--- config.mk ---
export PLATFORM = sky130hd
export DESIGN_NAME = mask_stream_reader
export DESIGN_NICKNAME = d
export VERILOG_FILES = /design/src/rtl/mask_stream_reader.sv
export SDC_FILE = /design/constraint.sdc
export NUM_CORES = 2
export LEC_CHECK = 0
export ABC_CLOCK_PERIOD_IN_PS = 2500
export BUFFER_PORTS_ARGS = -buffer_cell sky130_fd_sc_hd__buf_2
export CAP_MARGIN = 10
export CORE_ASPECT_RATIO = 0.7
export CORE_MARGIN = 10
export CORE_UTILIZATION = 30
export CTS_BUF_LIST = sky130_fd_sc_hd__clkbuf_16
export DETAILED_ROUTE_END_ITERATION = 16
export GPL_TIMING_DRIVEN = 1
export PLACE_DENSITY = 0.49
export SLEW_MARGIN = 20
export SYNTH_ARGS = -nofsm -noshare
export SYNTH_HDL_FRONTEND = slang
export SYNTH_SLANG_ARGS = --single-unit
--- constraint.sdc ---
create_clock -name clk -period 2.5 [get_ports clk]
set_input_delay 0.25 -clock clk [delete_from_list [all_inputs] [get_ports clk]]
set_output_delay 0.25 -clock clk [all_outputs]
set_load 0.02 [all_outputs]
--- src/rtl/mask_stream_reader.sv ---
// mask_stream_reader
// ------------------
// Reads a finished binary mask frame out of the mask BRAM (read-only port B)
// one WIDTH-bit row per read, and serialises it as one pixel per beat with
// x/y coordinates. A current-row buffer feeds the stream while a next-row
// buffer is prefetched, so with an always-ready sink a whole frame leaves as
// WIDTH*HEIGHT contiguous beats after the initial fetch latency.
//
// Ports:
//   clk        clock
//   rst        asynchronous, active-low reset
//   start      level request (async source, synchronised internally);
//              dropping it outside IDLE aborts the frame
//   doutb      BRAM port B read data (RD_LAT cycles after addrb/enb)
//   addrb      BRAM port B address (row index)
//   enb        BRAM port B enable
//   pix_data   mask pixel = bit pix_x of row pix_y
//   pix_x      column 0..WIDTH-1
//   pix_y      row 0..HEIGHT-1
//   pix_eol    beat is the last pixel of a row
//   pix_last   beat is the last pixel of the frame
//   pix_valid  beat valid
//   pix_ready  sink accepts beat
//   busy       frame in progress
//   done       frame fully transferred (held until start falls)

module mask_stream_reader #(
  parameter int WIDTH  = 640,
  parameter int HEIGHT = 480,
  parameter int ADDR_W = 9,
  parameter int X_W    = 10,
  parameter int RD_LAT = 2
) (
  input  logic              clk,
  input  logic              rst,
  input  logic              start,
  input  logic [WIDTH-1:0]  doutb,
  output logic [ADDR_W-1:0] addrb,
  output logic              enb,
  output logic              pix_data,
  output logic [X_W-1:0]    pix_x,
  output logic [ADDR_W-1:0] pix_y,
  output logic              pix_eol,
  output logic              pix_last,
  output logic              pix_valid,
  input  logic              pix_ready,
  output logic              busy,
  output logic              done
);

  // Read counter runs 0..RD_LAT; keep at least one bit even for RD_LAT==0.
  localparam int CNT_W = (RD_LAT < 1) ? 1 : $clog2(RD_LAT + 1);

  localparam logic [CNT_W-1:0]  RD_LAST = CNT_W'(RD_LAT);
  localparam logic [X_W-1:0]    X_LAST  = X_W'(WIDTH - 1);
  localparam logic [ADDR_W-1:0] Y_LAST  = ADDR_W'(HEIGHT - 1);
  localparam logic [ADDR_W-1:0] Y_END   = ADDR_W'(HEIGHT);

  typedef enum logic [1:0] {
    ST_IDLE   = 2'd0,
    ST_FETCH  = 2'd1,
    ST_STREAM = 2'd2,
    ST_DONE   = 2'd3
  } state_t;

  state_t state_r;
  state_t state_nxt_s;

  // start synchroniser
  logic start_meta_r;
  logic start_sync_r;

  // Row buffers and their valid flags
  logic [WIDTH-1:0] cur_r;
  logic [WIDTH-1:0] nxt_r;
  logic             cur_valid_r;
  logic             nxt_valid_r;
  logic             row_wait_r;   // eol beat taken before next row arrived

  // Read engine
  logic [ADDR_W-1:0] fy_r;        // next row to fetch, saturates at HEIGHT
  logic [CNT_W-1:0]  rd_cnt_r;
  logic              rd_to_cur_r; // outstanding read targets cur (first row)
  logic              enb_r;
  logic [ADDR_W-1:0] addrb_r;

  // Stream side
  logic [X_W-1:0]    pix_x_r;
  logic [ADDR_W-1:0] pix_y_r;
  logic              pix_valid_r;
  logic              busy_r;
  logic              done_r;

  // Control strobes
  logic abort_s;
  logic frame_go_s;
  logic at_eol_s;
  logic at_last_s;
  logic xfer_s;
  logic capture_s;
  logic cap_cur_s;
  logic cap_nxt_s;
  logic end_beat_s;
  logic promote_s;
  logic row_stall_s;
  logic issue_s;

  // Two-flop synchroniser for the asynchronous start level.
  always_ff @(posedge clk or negedge rst) begin
    if (!rst) begin
      start_meta_r <= 1'b0;
      start_sync_r <= 1'b0;
    end else begin
      start_meta_r <= start;
      start_sync_r <= start_meta_r;
    end
  end

  // Event decode shared by the FSM and the datapath registers.
  always_comb begin
    abort_s     = (state_r != ST_IDLE) && !start_sync_r;
    frame_go_s  = (state_r == ST_IDLE) && start_sync_r;
    at_eol_s    = (pix_x_r == X_LAST);
    at_last_s   = at_eol_s && (pix_y_r == Y_LAST);
    xfer_s      = !abort_s && (state_r == ST_STREAM) && pix_valid_r &&
                  cur_valid_r && pix_ready;
    capture_s   = !abort_s && enb_r && (rd_cnt_r == RD_LAST);
    cap_cur_s   = capture_s && rd_to_cur_r;
    cap_nxt_s   = capture_s && !rd_to_cur_r;
    end_beat_s  = xfer_s && at_last_s;
    // Promotion either rides the eol transfer (no bubble) or ends a wait.
    promote_s   = !abort_s && nxt_valid_r &&
                  ((xfer_s && at_eol_s && !at_last_s) || row_wait_r);
    row_stall_s = xfer_s && at_eol_s && !at_last_s && !nxt_valid_r;
    // One read in flight at most; prefetch only into an empty nxt buffer.
    issue_s     = frame_go_s ||
                  (!abort_s && (state_r == ST_STREAM) && !enb_r &&
                   !nxt_valid_r && (fy_r < Y_END) && !end_beat_s);
  end

  // FSM state register.
  always_ff @(posedge clk or negedge rst) begin
    if (!rst) begin
      state_r <= ST_IDLE;
    end else begin
      state_r <= state_nxt_s;
    end
  end

  // FSM next-state logic; abort outranks every other event.
  always_comb begin
    state_nxt_s = state_r;
    case (state_r)
      ST_IDLE: begin
        if (frame_go_s) begin
          state_nxt_s = ST_FETCH;
        end else begin
          state_nxt_s = ST_IDLE;
        end
      end
      ST_FETCH: begin
        if (abort_s) begin
          state_nxt_s = ST_IDLE;
        end else if (cap_cur_s) begin
          state_nxt_s = ST_STREAM;
        end else begin
          state_nxt_s = ST_FETCH;
        end
      end
      ST_STREAM: begin
        if (abort_s) begin
          state_nxt_s = ST_IDLE;
        end else if (end_beat_s) begin
          state_nxt_s = ST_DONE;
        end else begin
          state_nxt_s = ST_STREAM;
        end
      end
      ST_DONE: begin
        if (abort_s) begin
          state_nxt_s = ST_IDLE;
        end else begin
          state_nxt_s = ST_DONE;
        end
      end
      default: begin
        state_nxt_s = ST_IDLE;
      end
    endcase
  end

  // BRAM read engine: hold addrb/enb for RD_LAT+1 cycles, capture on the last.
  always_ff @(posedge clk or negedge rst) begin
    if (!rst) begin
      enb_r       <= 1'b0;
      addrb_r     <= {ADDR_W{1'b0}};
      rd_cnt_r    <= {CNT_W{1'b0}};
      rd_to_cur_r <= 1'b0;
      fy_r        <= {ADDR_W{1'b0}};
    end else if (abort_s) begin
      enb_r    <= 1'b0;
      rd_cnt_r <= {CNT_W{1'b0}};
    end else if (issue_s) begin
      enb_r       <= 1'b1;
      rd_cnt_r    <= {CNT_W{1'b0}};
      rd_to_cur_r <= frame_go_s;
      if (frame_go_s) begin
        addrb_r <= {ADDR_W{1'b0}};
        fy_r    <= {ADDR_W{1'b0}};
      end else begin
        addrb_r <= fy_r;
      end
    end else if (capture_s) begin
      enb_r    <= 1'b0;
      rd_cnt_r <= {CNT_W{1'b0}};
      if (fy_r < Y_END) begin
        fy_r <= fy_r + ADDR_W'(1'b1);
      end else begin
        fy_r <= fy_r;
      end
    end else if (end_beat_s) begin
      enb_r <= 1'b0;
    end else if (enb_r) begin
      rd_cnt_r <= rd_cnt_r + CNT_W'(1'b1);
    end else begin
      rd_cnt_r <= rd_cnt_r;
    end
  end

  // Row buffers. Promotion frees nxt in the same cycle a capture may refill it.
  always_ff @(posedge clk or negedge rst) begin
    if (!rst) begin
      cur_r       <= {WIDTH{1'b0}};
      nxt_r       <= {WIDTH{1'b0}};
      cur_valid_r <= 1'b0;
      nxt_valid_r <= 1'b0;
      row_wait_r  <= 1'b0;
    end else if (abort_s) begin
      cur_valid_r <= 1'b0;
      nxt_valid_r <= 1'b0;
      row_wait_r  <= 1'b0;
    end else begin
      if (cap_cur_s) begin
        cur_r       <= doutb;
        cur_valid_r <= 1'b1;
      end else if (promote_s) begin
        cur_r <= nxt_r;
      end else if (end_beat_s) begin
        cur_valid_r <= 1'b0;
      end else begin
        cur_r <= cur_r;
      end

      if (cap_nxt_s) begin
        nxt_r <= doutb;
      end else begin
        nxt_r <= nxt_r;
      end
      nxt_valid_r <= (nxt_valid_r && !promote_s) || cap_nxt_s;

      if (row_stall_s) begin
        row_wait_r <= 1'b1;
      end else if (promote_s) begin
        row_wait_r <= 1'b0;
      end else begin
        row_wait_r <= row_wait_r;
      end
    end
  end

  // Stream counters, beat valid and frame status.
  always_ff @(posedge clk or negedge rst) begin
    if (!rst) begin
      pix_x_r     <= {X_W{1'b0}};
      pix_y_r     <= {ADDR_W{1'b0}};
      pix_valid_r <= 1'b0;
      busy_r      <= 1'b0;
      done_r      <= 1'b0;
    end else if (abort_s) begin
      pix_x_r     <= {X_W{1'b0}};
      pix_y_r     <= {ADDR_W{1'b0}};
      pix_valid_r <= 1'b0;
      busy_r      <= 1'b0;
      done_r      <= 1'b0;
    end else begin
      if (frame_go_s || end_beat_s) begin
        pix_x_r <= {X_W{1'b0}};
        pix_y_r <= {ADDR_W{1'b0}};
      end else if (promote_s) begin
        pix_x_r <= {X_W{1'b0}};
        pix_y_r <= pix_y_r + ADDR_W'(1'b1);
      end else if (xfer_s && !at_eol_s) begin
        pix_x_r <= pix_x_r + X_W'(1'b1);
      end else begin
        // eol taken without a next row: park on the eol coordinates
        pix_x_r <= pix_x_r;
      end

      if (cap_cur_s || promote_s) begin
        pix_valid_r <= 1'b1;
      end else if (end_beat_s || row_stall_s) begin
        pix_valid_r <= 1'b0;
      end else begin
        pix_valid_r <= pix_valid_r;
      end

      if (frame_go_s) begin
        busy_r <= 1'b1;
        done_r <= 1'b0;
      end else if (end_beat_s) begin
        busy_r <= 1'b0;
        done_r <= 1'b1;
      end else begin
        busy_r <= busy_r;
        done_r <= done_r;
      end
    end
  end

  // Pixel and flags are gated by valid so idle/bubble cycles read as zero.
  assign pix_data  = pix_valid_r & cur_r[pix_x_r];
  assign pix_eol   = pix_valid_r & at_eol_s;
  assign pix_last  = pix_valid_r & at_last_s;
  assign pix_x     = pix_x_r;
  assign pix_y     = pix_y_r;
  assign pix_valid = pix_valid_r;
  assign addrb     = addrb_r;
  assign enb       = enb_r;
  assign busy      = busy_r;
  assign done      = done_r;

endmodule
# Word-level counts from Yosys, hierarchy flattened
# Cells that the tools add are included.
[totals] elab_cells=139 inputBits=644 register_bits=1331
[op_classes] mux=46 n_eq_ne=8 bitwise=4 n_reduce_logical=57 magnitude_cmp=2 addsub=4
[op_table] op="640-bit 2-to-1 mux" n=2
[op_table] op="9-bit 2-to-1 mux" n=7
[op_table] op="10-bit 2-to-1 mux" n=4
[op_table] op="1-bit logical AND" n=23
[op_table] op="1-bit 2-to-1 mux" n=22
[op_table] op="9-bit by 1-bit adder with 9-bit output, second input constant" n=2
[op_table] op="2-bit 2-to-1 mux" n=9
[op_table] op="3-bit nonzero test" n=5
[op_table] op="4-bit nonzero test" n=3
[op_table] op="10-bit by 11-bit < comparator with 1-bit output, second input constant" n=1
[op_table] op="10-bit by 1-bit adder with 10-bit output, second input constant" n=1
[op_table] op="1-bit binary-select mux with 10-bit select" n=1
[op_table] op="10-bit equality test, second input constant" n=1
[op_table] op="2-bit AND reduction" n=5
[op_table] op="9-bit equality test, second input constant" n=1
[op_table] op="1-bit logical NOT" n=9
[op_table] op="9-bit < comparator, second input constant" n=1
[op_table] op="2-bit one-hot mux with 4 select lines" n=1
[op_table] op="2-bit nonzero test" n=4
[op_table] op="2-bit equality test, second input constant" n=3
[op_table] op="1-bit logical OR" n=6
[op_table] op="4-bit by 3-bit != test with 1-bit output, second input constant" n=1
[op_table] op="1-bit AND" n=3
[op_table] op="3-bit != test, second input constant" n=1
[op_table] op="5 further kinds" n=5

# Logic depth before layout (Yosys ltp)
[logic_depth] word_depth=15 ltp_mapped=13

# Worst setup path before layout
# Ideal clock, no wire load.
[synth_path] path_kind="reg-to-output" from="register pix_x_r[0] (netlist: pix_x[0])" to="output port pix_data" arrival_time_ps=2848 t_required_ps=2250 path_stages_with_launch=13 path_slack_ps=-598 cell_sequence="dfrtp_1 > buf_6 > buf_8 > buf_8 > buf_8 > buf_6 > mux2i_1 > a22o_1 > a2111oi_0 > o31ai_1 > a32oi_1 > a211oi_1 > o32ai_1"
[synth_between] elab_chain_cells=3
[synth_lines] element="from (decl)" line="88" source="logic [X_W-1:0] pix_x_r;"
[synth_lines] element="from (signal assigned)" line="274" source="pix_x_r <= {X_W{1'b0}};"
[synth_lines] element="from (signal assigned)" line="280" source="pix_x_r <= {X_W{1'b0}};"
[synth_lines] element="from (signal assigned)" line="287" source="pix_x_r <= {X_W{1'b0}};"
[synth_lines] element="1-bit binary-select mux with 10-bit select" line="321" source="assign pix_data = pix_valid_r & cur_r[pix_x_r];"
[synth_lines] element="1-bit 2-to-1 mux (not written as such)" line="321"
[synth_lines] element="1-bit AND" line="321"
[synth_lines] element="to (decl)" line="40" source="output logic pix_data,"
# Every way passes these cells. The select of a mux whose other input is x is not followed.

# Final worst setup path
# Same ends and word-level chain as after synthesis.

==> results.sh <==
export IMPL_tns_ns=-396.55
export IMPL_dp_cells=8766
export IMPL_tightestPinTransition_ns=0.9352
export IMPL_setup_viol=1112
export IMPL_path_class="flop to primary output"
export IMPL_routed_wl_mm=233.4
export IMPL_synthFlopType="dfrtp_1"
export IMPL_cts_buffer_depth=4
export IMPL_synth_largest_area_cell="dfrtp_1"
export IMPL_clock_fmax_mhz=243.0
export IMPL_hpwl_mm=152.8
export IMPL_stdcell_count=9829
export IMPL_worst_slack_ns=-1.615
export IMPL_async_flop_share=1.000
export IMPL_synth_warnings=0
export IMPL_grt_max_degree=113
export IMPL_grt_antenna_before_repair=18
export IMPL_drive_gt1_frac=0.3211
export IMPL_seq_area_frac_synth=0.5572
export IMPL_final_common_cell="dfrtp_1"
export IMPL_violations="setup timing"
export IMPL_grt_pass1_wl_mm=344.5
export IMPL_clock_sinks=1331
export IMPL_ir_worst_vdd_mv=0.4974
export IMPL_period_needed_ns=4.115
export IMPL_start_util=0.3031
export IMPL_syn_num_nets=6163
export IMPL_slew_limit_headroom=0.3765
export IMPL_avgSynthCellArea_sq_um=10.84
export IMPL_wl_per_cell_um=23.74
export IMPL_cts_tree="yes"
export IMPL_critPathCaptureType="primary output"
export IMPL_finalPower_mw=75.17
export IMPL_drcViolationCount=0
export IMPL_rows=136
export IMPL_ant_nets=0
export IMPL_leakage_nw=39.26
export IMPL_fin_crit_sh=1.646
export IMPL_gp_congestion=0.8079
export IMPL_skew_ns=0.05582
export IMPL_syn_instance_count=5514
export IMPL_core_area_sq_um=197200
export IMPL_ys_ff_latch=1331
export IMPL_synth_cell_types=59
export IMPL_ios=679
export IMPL_layout_common_cells="dfrtp_1, nand2_1, nor2_1, buf_2, mux2_2"
export IMPL_powerDensity_nw_per_um2=897.8
export IMPL_hold_path_class="primary input to asynchronous set/reset pin"
export IMPL_finalMaxSlewViolations=0
export IMPL_critPathArrivalTime_ns=3.87
export IMPL_viasPerCell=5.078
export IMPL_status="finished with violations"
export IMPL_die_h_um=393.5
export IMPL_cts_clk_slew_worst_paths_ns=0.06
export IMPL_grt_total_usage=0.2047
export IMPL_synthTopCellsByArea="dfrtp_1, mux2_2, nand2_1, a31oi_1, mux4_2"
export IMPL_critPathRequiredTime_ns=2.25
export IMPL_critical_path_startpoint_type="flop"
export IMPL_area_growth_pct=40.06
export IMPL_yosys_area_top_type_share=0.5572
export IMPL_cts_root_buf="clkbuf_16"
export IMPL_nFillCells=18270
export IMPL_synth_edff_count=0
export IMPL_h_tree_depth=4
export IMPL_cp_max_fo=5
export IMPL_grt_overflow=0
export IMPL_nets=7739
export IMPL_first_iter_violations=4056
export IMPL_port_buffers=678
export IMPL_synth_area_sq_um=59780
export IMPL_rsz0062_at_grt="true"
export IMPL_die_w_um=553.5
export IMPL_cts_buffers=151
export IMPL_drv_cap=0
export IMPL_grt_pass1_vias=50880
export IMPL_final_hold_viol_count=0
export IMPL_vias=49910
export IMPL_die_area_sq_um=217800
export IMPL_drt_pass1_iterations=6
export IMPL_clock_latency_ns=0.80
-- state kept, by name, summed over array words and instances (netlist names), 2 cells and up --
register,flops
pix_x,10
nxt_r,640
pix_y,9
cur_r,640
addrb,9
rd_cnt_r,2
state_r,2
fy_r,9
-- power by group --
part	switching [mW]	internal [mW]	total (mW)
sequential	5.85	30.2	36.0
combinational	7.88	10.0	17.9
clock	9.42	11.8	21.3
total	23.1	52.0	75.2
-- metrics by stage --
step	worst slack, ns	area (sq um)	utilization	hold slack [ns]
final	-1.615	83720	0.4245	0.1036
after global routing	-1.782	83710	0.4245	0.1021
after CTS	-1.775	82580	0.4187	0.05891
after detailed placement	-1.365	68910	0.3494	0.3073
after global placement	-1.416	68910	0.3494	0.3212
after floorplan	-0.2887	59970	-	-0.04559
-- cell usage after synthesis (8+ instances only) --
library cell     n
mux2_2         644
nor2_1         691
dfrtp_1       1331
xnor2_1         10
inv_1           10
a21oi_1         18
mux4_2         152
xor2_1          10
a221oi_1        11
mux2i_1         76
nor3_1          13
buf_2          150
nand2_1       1333
o21ai_0         22
nand2b_1         9
o22ai_1         20
a31oi_1        643
clkbuf_1       246
nand3_1          9
buf_6            8
nand4_1          9
-- timing repair --
item                                    4_1_cts  5_1_grt
setup buffers                                71       40
resized for setup                           167      174
hold buffers                                642        0
cloned                                       44       21
hold endpoints to repair                   1489        0
pin swaps                                    50      113
endpoints found under the setup margin     1181     1312
-- cell type report --
class | count | area, sq um | area share
Timing Repair Buffer | 1843 | 17250 | 0.2061
Clock buffer | 153 | 3829 | 0.04573
Clock inverter | 107 | 703.2 | 0.008399
Inverter | 11 | 42.54 | 0.0005081
Antenna cell | 10 | 25.02 | 0.0002989
Multi-Input combinational cell | 3752 | 25270 | 0.3018
Tap cell | 2622 | 3281 | 0.03918
Sequential cell | 1331 | 33320 | 0.3980
-- critical path, cell delays in order (launching register included) --
cell and delay (ns):
dfrtp_4 0.45, buf_12 0.14, mux4_2 0.50, mux4_2 0.48, nor2b_4 0.14, or4_4 0.51, o211ai_1 0.22, and4_4 0.36
o32ai_4 0.10, buf_6 0.16
-- path summary, 6_finish.rpt --
kind / startpoint / to / slack (ns) / cells after the start
hold / removal: rst / nxt_r[184]$_DFFE_PN0P_ / 0.10 / 2
max in group asynchronous: rst / nxt_r[370]$_DFFE_PN0P_ / 1.33 / 3
setup / recovery: pix_x[0]$_DFFE_PN0P_ / pix_data / -1.62 / 9
hold reg to reg: start_meta_r$_DFF_PN0_ / start_sync_r$_DFF_PN0_ / 0.39 / 0
min in group clk: start / start_meta_r$_DFF_PN0_ / 0.16 / 2
setup reg to reg: pix_x[0]$_DFFE_PN0P_ / cur_r[524]$_DFFE_PN0P_ / -0.73 / 22
-- logic make-up after synthesis --
family          synth area share
flops                     0.5572
mux                       0.1913
buf+inv                  0.03221
xor+xnor                0.002930
compound gates           0.08029
fa+ha+maj               0.001047
simple gates              0.1350
-- per-layer routing --
layer / routed length [um] / share of wire / track usage / vias up
li1: - / - / - / 22450
met1: 105400 / 0.45 / 0.2861 / 25680
met2: 108300 / 0.46 / 0.3271 / 1469
met3: 13440 / 0.058 / 0.03674 / 301
met4: 6140 / 0.026 / 0.05377 / 10
met5: 66 / 0.00028 / 0 / -
Note: power is estimated with default switching activity, not from simulation.
